===== src/rtl/instr_fetch_unit_pkg.sv =====
// Shared constants and types for the instruction fetch front end.
package instr_fetch_unit_pkg;

    localparam int          DEF_DATA_WIDTH     = 32;
    localparam int          DEF_RAM_ADDR_WIDTH = 12;
    localparam int          DEF_FIFO_DEPTH     = 2;
    localparam logic [31:0] DEF_RESET_PC       = 32'h0000_0000;

    // Every instruction is one 32-bit word, so the PC advances in steps of 4.
    localparam int          INSTR_BYTES        = 4;

    // One idle BOOT cycle after reset, then RUN forever.
    typedef enum logic {
        FETCH_BOOT = 1'b0,
        FETCH_RUN  = 1'b1
    } fetch_state_e;

endpackage


===== src/rtl/instr_fetch_unit_fetch_fifo.sv =====
// Small synchronous queue of {instr, pc} pairs. Flush beats push and pop;
// push and pop may coincide at any occupancy.
module fetch_fifo #(
    parameter int  DATA_WIDTH = 32,
    parameter int  DEPTH      = 2,
    localparam int PTR_W      = $clog2(DEPTH),
    localparam int CNT_W      = $clog2(DEPTH + 1)
) (
    input  logic                  clk,
    input  logic                  rst,
    input  logic                  i_flush,
    input  logic                  i_push,
    input  logic [DATA_WIDTH-1:0] i_instr,
    input  logic [DATA_WIDTH-1:0] i_pc,
    input  logic                  i_pop,
    output logic [DATA_WIDTH-1:0] o_instr,
    output logic [DATA_WIDTH-1:0] o_pc,
    output logic [CNT_W-1:0]      o_count,
    output logic                  o_empty
);

    logic [DATA_WIDTH-1:0] r_instr_mem [DEPTH];
    logic [DATA_WIDTH-1:0] r_pc_mem    [DEPTH];
    logic [PTR_W-1:0]      r_rd_ptr;
    logic [PTR_W-1:0]      r_wr_ptr;
    logic [CNT_W-1:0]      r_count;

    logic                  w_full;
    logic                  w_do_push;
    logic                  w_do_pop;

    // Pointers wrap explicitly so depths that are not a power of two work.
    function automatic logic [PTR_W-1:0] ptr_inc(input logic [PTR_W-1:0] p);
        return (p == PTR_W'(DEPTH - 1)) ? '0 : p + PTR_W'(1);
    endfunction

    assign w_full    = (r_count == CNT_W'(DEPTH));
    assign o_empty   = (r_count == '0);
    // A push into a full queue only lands when the head leaves in the same cycle.
    assign w_do_push = i_push & (~w_full | i_pop);
    assign w_do_pop  = i_pop & ~o_empty;

    assign o_instr   = r_instr_mem[r_rd_ptr];
    assign o_pc      = r_pc_mem[r_rd_ptr];
    assign o_count   = r_count;

    // Storage, pointers and occupancy; flush empties the queue in one cycle.
    always_ff @(posedge clk) begin
        if (!rst) begin
            r_rd_ptr <= '0;
            r_wr_ptr <= '0;
            r_count  <= '0;
            // NOTE: the storage is reset (only a few entries) so the head outputs read 0, not X, after reset.
            for (int i = 0; i < DEPTH; i++) begin
                r_instr_mem[i] <= '0;
                r_pc_mem[i]    <= '0;
            end
        end else if (i_flush) begin
            r_rd_ptr <= '0;
            r_wr_ptr <= '0;
            r_count  <= '0;
        end else begin
            if (w_do_push) begin
                r_instr_mem[r_wr_ptr] <= i_instr;
                r_pc_mem[r_wr_ptr]    <= i_pc;
                r_wr_ptr              <= ptr_inc(r_wr_ptr);
            end
            if (w_do_pop) begin
                r_rd_ptr <= ptr_inc(r_rd_ptr);
            end
            r_count <= r_count + CNT_W'(w_do_push) - CNT_W'(w_do_pop);
        end
    end

endmodule


===== src/rtl/instr_fetch_unit.sv =====
// Fetch front end: owns the fetch PC, issues one BRAM read per cycle under a
// credit rule, queues returned words and hands {instr, instr_pc} to decode.
module instr_fetch_unit
    import instr_fetch_unit_pkg::*;
#(
    parameter int                    DATA_WIDTH     = DEF_DATA_WIDTH,
    parameter int                    RAM_ADDR_WIDTH = DEF_RAM_ADDR_WIDTH,
    parameter int                    FIFO_DEPTH     = DEF_FIFO_DEPTH,
    parameter logic [DATA_WIDTH-1:0] RESET_PC       = DATA_WIDTH'(DEF_RESET_PC)
) (
    input  logic                      clk,
    input  logic                      rst,
    input  logic                      redirect_valid,
    input  logic [DATA_WIDTH-1:0]     redirect_pc,
    output logic [RAM_ADDR_WIDTH-1:0] i_r_addr,
    output logic                      i_r_enb,
    input  logic [DATA_WIDTH-1:0]     i_r_dat,
    output logic                      instr_valid,
    output logic [DATA_WIDTH-1:0]     instr,
    output logic [DATA_WIDTH-1:0]     instr_pc,
    input  logic                      instr_ready
);

    localparam int CNT_W  = $clog2(FIFO_DEPTH + 1);
    // Queued plus in-flight words can reach FIFO_DEPTH + 1 before a pop is subtracted.
    localparam int CRED_W = $clog2(FIFO_DEPTH + 2);

    fetch_state_e          r_state;
    logic [DATA_WIDTH-1:0] r_pc;
    logic [DATA_WIDTH-1:0] r_tag_pc;
    logic                  r_inflight;

    logic [CNT_W-1:0]      w_count;
    logic                  w_empty;
    logic                  w_pop;
    logic                  w_push;
    logic                  w_issue;
    logic [CRED_W-1:0]     w_credit;
    logic [DATA_WIDTH-1:0] w_redirect_pc;

    // Redirect targets are forced onto a word boundary.
    assign w_redirect_pc = redirect_pc & ~DATA_WIDTH'(INSTR_BYTES - 1);

    // A redirect swallows any pop and any response arriving in the same cycle.
    assign instr_valid = ~w_empty;
    assign w_pop       = instr_valid & instr_ready & ~redirect_valid;
    assign w_push      = r_inflight & ~redirect_valid;

    // Issue only if the word still fits once everything already owed has landed.
    assign w_credit = CRED_W'(w_count) + CRED_W'(r_inflight) - CRED_W'(w_pop);
    assign w_issue  = (r_state == FETCH_RUN) & ~redirect_valid
                    & (w_credit < CRED_W'(FIFO_DEPTH));

    assign i_r_enb  = w_issue;
    assign i_r_addr = r_pc[RAM_ADDR_WIDTH-1:0];

    fetch_fifo #(
        .DATA_WIDTH (DATA_WIDTH),
        .DEPTH      (FIFO_DEPTH)
    ) u_fifo (
        .clk     (clk),
        .rst     (rst),
        .i_flush (redirect_valid),
        .i_push  (w_push),
        .i_instr (i_r_dat),
        .i_pc    (r_tag_pc),
        .i_pop   (w_pop),
        .o_instr (instr),
        .o_pc    (instr_pc),
        .o_count (w_count),
        .o_empty (w_empty)
    );

    // FSM, fetch PC and in-flight tag: redirect outranks issue, issue advances the PC.
    always_ff @(posedge clk) begin
        // NOTE: reset is synchronous, so it is tested inside the clocked block and all state uses <=.
        if (!rst) begin
            r_state    <= FETCH_BOOT;
            r_pc       <= RESET_PC;
            r_tag_pc   <= '0;
            r_inflight <= 1'b0;
        end else begin
            case (r_state)
                FETCH_BOOT: r_state <= FETCH_RUN;
                default:    r_state <= FETCH_RUN;
            endcase

            if (redirect_valid) begin
                r_pc       <= w_redirect_pc;
                r_inflight <= 1'b0;
            end else begin
                r_inflight <= w_issue;
                if (w_issue) begin
                    r_pc     <= r_pc + DATA_WIDTH'(INSTR_BYTES);
                    r_tag_pc <= r_pc;
                end
            end
        end
    end

endmodule


===== config.mk =====
export PLATFORM = sky130hd
export DESIGN_NAME = instr_fetch_unit
export DESIGN_NICKNAME = d
export VERILOG_FILES = /design/src/rtl/instr_fetch_unit_pkg.sv /design/src/rtl/instr_fetch_unit_fetch_fifo.sv /design/src/rtl/instr_fetch_unit.sv
export SDC_FILE = /design/constraint.sdc
export NUM_CORES = 1
export LEC_CHECK = 0
export CORE_MARGIN = 3
export CORE_UTILIZATION = 57
export CTS_CLUSTER_SIZE = 12
export DETAILED_ROUTE_END_ITERATION = 8
export MAX_ROUTING_LAYER = met4
export PLACE_DENSITY = 0.81
export REMOVE_ABC_BUFFERS = 1
export SYNTH_ARGS = -nofsm -noshare
export SYNTH_HDL_FRONTEND = slang
export SYNTH_SLANG_ARGS = --single-unit

===== constraint.sdc =====
create_clock -name clk -period 22.2 [get_ports clk]
set_input_delay 6.66 -clock clk [delete_from_list [all_inputs] [get_ports clk]]
set_output_delay 6.66 -clock clk [all_outputs]
set_load 0.005 [all_outputs]

Yosys cells after proc, flatten, opt, wreduce, memory -nomap -nowiden
Memory sizes are Yosys's and may differ from the RTL's. A register that Yosys moved wholly into a read port is not among the register bits.
Cells that the tools add are included.
Cells by class
  $add $sub $neg: 7
  multiply operators: 0
  div/mod/pow operators: 0
  order comparisons: 1
  eq/ne operators: 1
  shift-type cells: 0
  mux-type cells: 20
  bitwise operators: 12
  reduce and logical (&&, ||, !) cells: 6
Operators with widths (number)
  $mux 32: 4
  $reduce_or 32->1: 2
  $add 32x3->32 const B: 1
  $mux 1: 16
  $and 1x1->1: 7
  $add 2x1->2: 2
  $not 1->1: 4
  $sub 2x1->2: 2
  $add 1x1->1 const B: 2
  $eq 2x2->1 const B: 1
  $logic_not 2->1: 1
  $lt 2x2->1 const B: 1
  $reduce_and 2->1: 1
  $reduce_bool 2->1: 1
  $reduce_or 2->1: 1
  $or 1x1->1: 1
Storage, ports and cells
  bits in registers: 70
  latch bits: 0
  memory bits (writable): 128
  memory bits (read-only): 0
  input bits: 68
  output and inout bits: 78
  word-level logic and storage cells: 57
  memories: 2
Memory list
  u_fifo.r_instr_mem: depth 2, width 32, read ports 1, clocked after Yosys merged registers in 1, write ports 2, RTL line instr_fetch_unit_fetch_fifo.sv:22  | logic [DATA_WIDTH-1:0] r_instr_mem [DEPTH];
  u_fifo.r_pc_mem: depth 2, width 32, read ports 1, clocked after Yosys merged registers in 1, write ports 2, RTL line instr_fetch_unit_fetch_fifo.sv:23  | logic [DATA_WIDTH-1:0] r_pc_mem [DEPTH];

Logic depth before layout (Yosys ltp)
Gate-level depths: netlist (run 1).
  depth after elaboration: 12
  mapped depth: 12
  depth with buffers taken out: 11

Modules after synthesis
From an unflattened synthesis (run 1), not the netlist that was laid out.
Unflattened totals
  cells, all modules: 756
  area, all modules: 8899.8 µm²
Modules (own cells, without submodules)
  fetch_fifo: instances 1, cells each 369, area each 5839.4 µm², sequential area each 3943.8 µm²
  instr_fetch_unit: instances 1, cells each 387, area each 3060.4 µm², sequential area each 1241.2 µm²

Worst setup path after synthesis (run 1)
Ideal clock, no wire load.
  kind: input-to-output
  from: in redirect_valid
  to: out i_r_enb
  arrival time: 8.242 ns
  required time: 15.540 ns
  path slack: 7.298 ns
  stages on the path: 8
  path buffers: 2
  cell sequence: clkbuf_1 nor2_1 ha_1 nor2b_1 xnor2_1 nand3_1 inv_1 buf_1
Between the ends
  word-level cells in the longest chain between the ends: 5
  elaborated cells between the ends (all ways): 6
  those cells by class: 1 x add/sub; 1 x order compare; 4 x bitwise
Ends and longest elaborated chain
  from (decl): RTL line instr_fetch_unit.sv:13  | input logic redirect_valid,
  $not 1->1 (no source line) *
  $and 1x1->1: RTL line instr_fetch_unit.sv:46  | assign w_pop = instr_valid & instr_ready & ~redirect_valid;
  $sub 2x1->2: RTL line instr_fetch_unit.sv:50  | assign w_credit = CRED_W'(w_count) + CRED_W'(r_inflight) - CRED_W'(w_pop);
  $lt 2x2->1: RTL line instr_fetch_unit.sv:52  | & (w_credit < CRED_W'(FIFO_DEPTH));
  $and 1x1->1 *: RTL line instr_fetch_unit.sv:52
  to (decl): RTL line instr_fetch_unit.sv:16  | output logic i_r_enb,
Mark *: on every way between the ends. The rest lies on a longest branch, timed or not.

Worst setup path in the final report (run 1)
Ends and elaborated chain as after synthesis.

==> key figures, run 1 <==
Floorplanning
  • Die Area: 16400 um2
  • Boundary Pins: 146
  • Rows: 43
  • Die Wd: 128 um
  • Core Region: 14200 um2
  • Die Y: 128 um
  • Initial Util: 0.596

Setup path
  • CP max stage delay: roughly 790 ps
  • Buf/Inv on CP: 5
  • Delay-heaviest family, CP: buffers and inverters
  • Setup crit end kind: output pin
  • CP startpoint kind: input pin
  • CP Max Fanout: 33
  • Worst EP arrival: ~9500 ps
  • Setup CP Type: in -> out
  • Worst path slowest cell: clkdlybuf4s50_1
  • CP required: between 15000 and 20000 ps
  • Critical Path, Cell by Cell: clkdlybuf4s50_1, nor2_1, ha_1, nor2b_1, xnor2_1, buf_4, nand3_1, inv_1, buf_4, clkdlybuf4s50_1

Yosys
  • Synth async-reset ratio: 0
  • Synthesized instance count: 735
  • Post-synthesis register bit count: between 150 and 200
  • Post-synthesis cell type count: 40
  • Yosys top cell area share: 0.440
  • Synth area leaders: edfxtp_1 44%, dfxtp_1 16%, and2_1 9.7%
  • Register area share after synthesis: 0.598
  • YS warnings: 0
  • Post-synthesis area per instance: between 10 and 15 um2
  • Most frequent cells after synthesis: 131 x and2_1, 124 x edfxtp_1, 76 x nand2_1
  • Main flop type after synthesis: edfxtp_1
  • Most frequent cell after synthesis: and2_1
  • Mapped Area: 8470 um2
  • Post-synth EDFFs: roughly 120
  • Synth area leader: edfxtp_1

Routing
  • Post-route ant nets: 0
  • DR pass1 iterations: 5
  • DR WL/cell: 17.6 um
  • Post-Route WL: between 15000 and 20000 um
  • Initial DRC count: around 430
  • Via count: ~5900
  • Vias per inst: 5.64
  • Post-route DRC: 0

GRT
  • Global-route wire length before repair: about 30000 um
  • Initial antenna violation count: 0
  • Total Routing Usage GR: 0.240
  • Largest net degree at the start of global routing: 63
  • Grt total ovfl: 0
  • Vias in the first global route: 5986

Power
  • Peak VDD IR: 0.0567 mV
  • Comb pwr share: 0.076
  • Seq pwr share: 0.526
  • Internal power: just over 600 uW
  • Sw Share: 0.211
  • Clock share of power: 0.398
  • Sw power: 162 uW
  • Pleak: between 0.003 and 0.004 uW
  • Pwr dens: 72.7 nW/um2

Job
  • MaxCap Viol Count: 0

STA
  • Tcrit/Tclk final: 0.730
  • Setup Viol. Count Final: 0
  • Slew @ Worst Pin: 1230 ps
  • Final sum of negative setup slack: 0 ps
  • Skew final: 9.08 ps
  • Final min period: 16200 ps
  • F_max: 61.7 MHz
  • Slew Limit Fails: 0
  • Final Hold Vio Count: 0
  • Unrepaired setup endpoints after global routing: false
  • Max-Slew Margin vs Limit: 0.179

Place
  • DP Area: about 9900 um2
  • DP HPWL: 11800 um
  • GP Congestion: 0.879
  • IO buf count: 139

Min path
  • Worst hold path class: reg -> reg

Cells and area
  • Design Area, Final: roughly 11000 um2
  • Final net count: 922
  • Area growth, synth to finish: 24.3%
  • Ratio of cells with drive above 1 in the final layout: 0.126
  • # diodes: 0

CTS
  • Clk root buf: clkbuf_16
  • Post-CTS setup buffer count: 0
  • CTS max path bufs: 2
  • Hold Buf Count CTS: 0
  • TritonCTS Sinks: 191
  • CTS tree: done
  • Clock-pin slew on the worst setup and hold paths: 60 ps
  • Post-cts gate resize count: 0
  • H-tree Lvls: 4
  • Skew-Pair Late Insertion Delay: 420 ps
  • Num CTS Buffers: 17

Run status
  • Outcome: finished clean
## path summary, 6_finish.rpt
path / slack, ps / cells after the start / to / startpoint
worst min register to register: 460 / 2 / r_tag_pc[26] / r_tag_pc[26]
worst max-delay path: 6000 / 10 / i_r_enb / redirect_valid
worst min-delay path: 460 / 2 / r_tag_pc[26] / r_tag_pc[26]
worst max register to register: 19120 / 11 / r_pc[18] / u_fifo.o_count[1]
## metal layers
| metal | GRT usage | wire length [um] |
|---|---|---|
| met4 | 0.0780 | 299 |
| met3 | 0.0392 | 1080 |
| met5 | - | 0 |
| met1 | 0.317 | 8190 |
| met2 | 0.384 | 8790 |
## stage by stage
step / util / hold slack [ps] / instances / setup slack [ps] / total power [uW]
4_1_cts: 0.741 / 463 / 1043 / 6020 / 771
3_5_place_dp: 0.700 / 456 / 1011 / 6030 / 468
3_3_place_gp: 0.700 / 448 / 1011 / 6050 / 466
5_1_grt: 0.741 / 491 / 1043 / 5830 / 792
6_report: 0.741 / 461 / 1043 / 6000 / 765
2_1_floorplan: - / 440 / 682 / 6310 / 431
## worst min-delay path, stage by stage (launching register included)
cell and delay (ps):
dfxtp_1 310, nand2_1 50, a21oi_1 50
## area by class of cell
type	instances	area, um2
Clock buffer	24	493
Tap cell	180	225
Fill cell	979	3670
Clock inverter	8	103
Sequential cell	191	5070
Multi-Input combinational cell	479	3130
Inverter	12	45.0
Timing Repair Buffer	149	1470
## sequential cells by signal, summed over array words and instances, names as in the netlist, named ones only
register            count
r_inflight              1
r_pc                   30
r_state                 1
r_tag_pc               30
u_fifo.o_count          2
u_fifo.r_instr_mem     64
u_fifo.r_pc_mem        60
u_fifo.r_rd_ptr         1
u_fifo.r_wr_ptr         1
## cell families (layout without fill, tap and decap cells)
group / count (synthesis) / in the layout / synth area share
and+or+nand+nor: 286 / 286 / 0.186
DFF: 191 / 191 / 0.598
AOI/OAI and AO/OA: 97 / 97 / 0.0637
buffers and inverters: 68 / 193 / 0.0366
muxes: 63 / 63 / 0.0838
xor gates and xnor gates: 25 / 25 / 0.0258
adders and majority gates: 4 / 4 / 0.00591
other: 1 / 4 / 0.000443
## cell usage in the layout, fill, tap and decap left out, drive strengths merged, types with 11 or more instances in the layout
cell type and count:
dfxtp 67, nand3 16, xor2 13, a21oi 46, and2 131, inv 13
mux2 63, nand2 76, clkdlybuf4s50 139, clkbuf 24, o21ai 27, nor2 11
edfxtp 124, xnor2 12, nand4 16
## power by group through the flow
| stage | combinational, uW | clock [uW] | sequential, uW |
|---|---|---|---|
| finish | 58.5 | 305 | 402 |
| global route | 63.8 | 325 | 404 |
| CTS | 59.1 | 309 | 402 |
| detailed placement | 58.5 | 0 | 410 |
| global placement | 57.7 | 0 | 409 |
| floorplan | 23.1 | 0 | 408 |
No activity file was read; power rests on OpenSTA's default activity.
==> run 2, diff against run 1 <==
--- a/config.mk
+++ b/config.mk
@@ -6,11 +6,11 @@
 export NUM_CORES = 1
 export LEC_CHECK = 0
 export CORE_MARGIN = 3
-export CORE_UTILIZATION = 57
+export CORE_UTILIZATION = 48
 export CTS_CLUSTER_SIZE = 12
 export DETAILED_ROUTE_END_ITERATION = 8
 export MAX_ROUTING_LAYER = met4
-export PLACE_DENSITY = 0.81
+export PLACE_DENSITY = 0.72
 export REMOVE_ABC_BUFFERS = 1
 export SYNTH_ARGS = -nofsm -noshare
 export SYNTH_HDL_FRONTEND = slang
==> constraint.sdc (replaced) <==
create_clock -name clk -period 14.5 [get_ports clk]
set_input_delay 4.35 -clock clk [delete_from_list [all_inputs] [get_ports clk]]
set_output_delay 4.35 -clock clk [all_outputs]
set_load 0.005 [all_outputs]
==> run 2 against run 1 <==
Effect of this change:
- critical path depth shrank 2
- worst setup slack lost 2500 ps
- global-route usage shrank 4.3 points
- utilization shrank 12 points
- clock power grew 42%
- die area grew 18%
- via count shrank 1.1%
- critical path type unchanged
- largest power group unchanged
==> key figures, run 2 (same netlist as run 1, synthesis figures left out) <==
Run status
  • Outcome: finished clean

Routing
  • Initial DRC count: 304 (-29%)
  • DR top layer: met4
  • Via count: 5816 (-1.1%)
  • Met3 wire length: 1000 um (-7.5%)
  • DR pass1 iterations: 4 (-1)
  • Post-Route WL: 18300 um (-0.20%)
  • Vias per inst: 5.37 (-4.8%)
  • Post-route DRC: 0 (unchanged)
  • Post-route ant nets: 0 (unchanged)
  • Metal2 WL: 8810 um (+0.23%)
  • DR WL/cell: 16.9 um (-4.0%)
  • M1 wire length: 8170 um (-0.20%)

CTS
  • TritonCTS Sinks: 191 (unchanged)
  • Post-CTS setup buffer count: 0 (unchanged)
  • CTS tree: done
  • Skew-Pair Late Insertion Delay: 420 ps (about the same)
  • Num CTS Buffers: 17 (unchanged)
  • Hold Buf Count CTS: 0 (unchanged)
  • Clock-pin slew on the worst setup and hold paths: 70 ps (about the same)
  • H-tree Lvls: 4 (unchanged)
  • CTS max path bufs: 2 (unchanged)
  • Clk root buf: clkbuf_16
  • Post-cts gate resize count: 0 (unchanged)

Cells and area
  • Most common cell after layout, fill and taps aside: clkdlybuf4s50_1
  • Finished Core Util: 0.623 (-0.119)
  • Largest regs: u_fifo.r_instr_mem x64, u_fifo.r_pc_mem x60
  • Max reg flops: 64 (unchanged)
  • Biggest register: u_fifo.r_instr_mem
  • Ratio of cells with drive above 1 in the final layout: 0.130 (+0.00333)
  • Final net count: 923 (+0.11%)
  • Commonest non-fill, non-tap cells in the layout: 139 x clkdlybuf4s50_1, 131 x and2_1, 124 x edfxtp_1, 75 x nand2_1, 66 x dfxtp_1
  • # diodes: 0 (unchanged)
  • Area growth, synth to finish: 24.5%

Setup path
  • FF-to-FF End: r_pc[28]
  • Critical Path, Cell by Cell: clkdlybuf4s50_1, nor2_1, ha_1, nor2b_1, xnor2_1, nand3_1, inv_1, clkdlybuf4s50_1
  • CP required: 10150 ps (-5390 ps)
  • Critical path endpoint: i_r_enb
  • FF-to-FF setup slack: 11380 ps (-7740 ps)
  • Worst path slowest cell: clkdlybuf4s50_1
  • Worst EP arrival: 6680 ps (-2860 ps)
  • CP Max Fanout: 13 (-61%)
  • Setup crit end kind: output pin
  • CP startpoint kind: input pin
  • Setup CP Type: in -> out
  • Crit. Startpoint: redirect_valid
  • Crit-path most repeated cell: clkdlybuf4s50_1
  • Reg2Reg Launch Point: u_fifo.o_count[1]
  • FF-to-FF path depth: 11 (unchanged)
  • CP max stage delay: 780 ps (about the same)

Place
  • IO buf count: 139 (unchanged)
  • GP Congestion: 0.871 (-0.94%)
  • DP HPWL: 11900 um (+1.1%)

STA
  • Fin Hold WS: 461 ps (-0.613 ps)
  • Max-Slew Margin vs Limit: 0.199 (+0.0198)
  • Final Hold Vio Count: 0 (unchanged)
  • Final min period: between 10000 and 15000 ps
  • Unrepaired setup endpoints after global routing: false
  • Slew Limit Fails: 0 (unchanged)
  • Skew final: 12.1 ps (+3.05 ps)
  • F_max: 90.6 MHz
  • Final sum of negative setup slack: 0 ps (unchanged)
  • Setup Viol. Count Final: 0 (unchanged)
  • Tcrit/Tclk final: 0.761
  • Slew @ Worst Pin: 1200 ps (-29.7 ps)

Power
  • Pwr dens: 108 nW/um2 (+48%)
  • Pleak: 0.00378 uW (-0.32%)
  • Peak VDD IR: 0.0887 mV (+56%)

Floorplanning
  • Initial Util: 0.500 (-0.0962)
  • Rows: 47 (+9.3%)
  • Core Region: 16900 um2 (+19%)
  • Boundary Pins: 146 (unchanged)
  • Die Y: 139 um (+8.5%)
  • Die Wd: 139 um (+8.5%)
  • Die Area: 19300 um2 (+18%)

GRT
  • Vias in the first global route: 5928 (-0.97%)
  • Global-route wire length before repair: 29900 um (-0.59%)
  • Total Routing Usage GR: 0.197 (-0.0431)
  • Grt total ovfl: 0 (unchanged)
  • Initial antenna violation count: 0 (unchanged)
  • Largest net degree at the start of global routing: 63 (unchanged)

Min path
  • Worst hold path class: reg -> reg
  • Hold path depth: 2 (unchanged)

Job
  • MaxCap Viol Count: 0 (unchanged)
-- run 2: changes by cell type in the layout (fill, tap and decap cells not counted) --
cell,change
clkinv_4,+4
clkbuf_8,-1
clkinv_2,+1
clkbuf_1,-2
buf_4,+1
bufinv_16,-2
-- run 2: critical path, delay by kind of cell --
kind / cells / cell delay, ps
XOR/XNOR: 1 / 180
buffers and inverters: 3 / 1400
AND/OR/NAND/NOR: 3 / 460
adder cells (fa/ha/maj): 1 / 290
-- run 2: power breakdown --
group | leakage (uW) | internal (uW) | switching [uW]
combinational | 0.00168 | 49.3 | 40.6
sequential | 0.00183 | 600 | 15.0
clock | 0.000269 | 236 | 197
total | 0.00378 | 885 | 253
-- run 2: worst min-delay path by stage --
stage                 start           end  slack, ps
3_3_place_gp   r_tag_pc[12]  r_tag_pc[12]        450
5_1_grt         r_tag_pc[5]   r_tag_pc[5]        490
2_1_floorplan  r_tag_pc[10]  r_tag_pc[10]        440
6_report       r_tag_pc[21]  r_tag_pc[21]        460
3_5_place_dp   r_tag_pc[26]  r_tag_pc[26]        450
4_1_cts        r_tag_pc[26]  r_tag_pc[26]        460
-- run 2: per-layer routing --
layer	GRT usage	vias up
li1	-	2813
met1	0.251	2790
met2	0.319	191
met3	0.0355	22
met4	0.0700	0
met5	-	-
-- run 2: cell type report --
cell class | instances | area [um2]
Multi-Input combinational cell | 479 | 3130
Fill cell | 1334 | 6390
Clock buffer | 21 | 472
Inverter | 12 | 45.0
Tap cell | 220 | 275
Timing Repair Buffer | 150 | 1470
Sequential cell | 191 | 5070
Clock inverter | 11 | 82.6
-- run 2: metrics by stage --
step,power (uW),cell area (um2),setup WS [ps],instances
after floorplan,660,8220,3230,682
after global placement,714,9990,3490,1052
after detailed placement,717,9990,3510,1052
after CTS,1150,10500,3500,1084
after global routing,1180,10500,3290,1084
final,1140,10500,3470,1084
==> RTL change (flow settings as in run 1) <==
The package constant `DEF_FIFO_DEPTH` goes from 2 to 4.
--- a/src/rtl/instr_fetch_unit_pkg.sv
+++ b/src/rtl/instr_fetch_unit_pkg.sv
@@ -4,5 +4,5 @@
     localparam int          DEF_DATA_WIDTH     = 32;
     localparam int          DEF_RAM_ADDR_WIDTH = 12;
-    localparam int          DEF_FIFO_DEPTH     = 2;
+    localparam int          DEF_FIFO_DEPTH     = 4;
     localparam logic [31:0] DEF_RESET_PC       = 32'h0000_0000;
 
Function: changed (a bounded check fails within 4 cycles, from zero or initial values and one cycle with rst low).
==> RTL change against run 1 <==
- setup slack lost 57 ps
- synthesized area grew 66%
- final area grew 58%
- via count grew 51%
- highest routed layer unchanged
- synthesized cell count grew 41%
- sequential cell count grew 128
- power grew 68%
- critical endpoint unchanged
- hold slack gained 18 ps
- wire length grew 72%
==> RTL change: results <==
[cts]
cts_resized = 0
clock-root-buffer = "clkbuf_16"
clockBufferDepth = 3
clk_latency_ps = 510
cts_made_buffers = 34
cts-htree-levels = 2

[timing]
worstMarginPinSlew_ps = 1040
fin_worst_skew_ps = 11.0

[synth]
ys_seq_area_share_pct = 63.1
yosysMostFrequentCell = "edfxtp_1"
synthAdderAreaFrac_pct = 0.765
synth-xor-area-share_pct = 0.872
synth_mux_area_share_pct = 10.1
synth_compound_area_share_pct = 5.20
netlist-cell-type-count = 57
synth_commonest_cells = "edfxtp_1, and2_1, nand2_1"
avgSynthCellArea_sq_um = 13.5
yosysWarnings = 0
synth-edff-count = 248
yosys-top-cells-area = "edfxtp_1, dfxtp_1, mux4_2"

[routing]
routed_wirelength_microns = 31500
vias_per_cell = 5.98
first_iter_violations = 714
dr_total_vias = 8862

[global_route]
grt_antenna_before_repair = 0
grtUsageTotal_pct = 24.9
grt_max_degree = 80
met1_usage_pct = 32.9
met2_usage_pct = 41.0
grt_pass1_vias = 9191
grt_pass1_wl_microns = 50100
met3_usage_pct = 3.73

[place]
routabilityCongestion = 0.862
dp.cells = 1424
hpwlAfterDp_microns = 17200

[final_layout]
drive_gt1_share_pct = 11.3
reg_top3 = "u_fifo.r_instr_mem (128), u_fifo.r_pc_mem (120)"
nNetsFinal = 1217
diodes = 0
fillCellCount = 1633

[worst_setup_path]
slowest_stage = "or4b_1"
arrival_ps = 9590
cpPeakStageDelay_ps = 660
critPathMaxFanout = 8

[status]
status = "finished clean"

[power]
ir_worst_vdd_mv = 0.0457
p_leak_nw = 6.02
==> RTL change: changes by cell type after synthesis, moves of 17 or more <==
| cell | run 1 | this run |
|---|---|---|
| and2_1 | 131 | 195 |
| and3_1 | 4 | 66 |
| clkbuf_1 | 37 | 60 |
| edfxtp_1 | 124 | 248 |
| mux2_2 | 63 | 2 |
| mux4_2 | 0 | 62 |
| nand2_1 | 76 | 93 |
==> RTL change: layer usage <==
metal / vias up / part of all wire (%)
met5: - / 0
li1: 4024 / -
met1: 4439 / 42
met3: 57 / 6.5
met2: 342 / 49
met4: 0 / 2.0
==> RTL change: path summary, 6_finish.rpt <==
path | startpoint | endpoint | slack, ps | cells after the start
max | instr_ready | i_r_enb | 5950 | 11
min | r_tag_pc[25] | r_tag_pc[25] | 480 | 2
max reg2reg | u_fifo.o_count[2] | r_pc[15] | 18540 | 12
min reg2reg | r_tag_pc[25] | r_tag_pc[25] | 480 | 2
==> RTL change: kinds of logic after synthesis <==
group | after synthesis
compound gates | 115
xor+xnor | 14
fa+ha+maj | 8
buf+inv | 99
flops | 319
mux | 64
other cells | 1
simple gates | 419
==> RTL change: cell type report <==
type | instances | share of cell area, %
well taps | 319 | 2.40
repair buffers | 150 | 8.84
clock inverters | 5 | 0.150
flip-flops and latches | 319 | 53.3
inverters | 12 | 0.270
clock buffers | 53 | 6.16
multi-input cells | 624 | 28.9
==> RTL change: where the power goes <==
part / switching [mW] / total (mW) / internal [mW]
Clock: 0.217 / 0.534 / 0.317
Sequential: 0.0123 / 0.677 / 0.664
Combinational: 0.0385 / 0.0743 / 0.0357
==> RTL change: stage by stage <==
stage	area (sq um)	worst slack (ps)
after floorplan	13700	6190
after global placement	15600	5990
after detailed placement	15600	5980
after CTS	16700	5970
after global routing	16700	5780
final	16700	5950
==> RTL change: tightest hold or removal path, cell delays in order, from the launching register on <==
cell and delay, ps:
dfxtp_1 320, nand2_1 60, a21oi_1 50
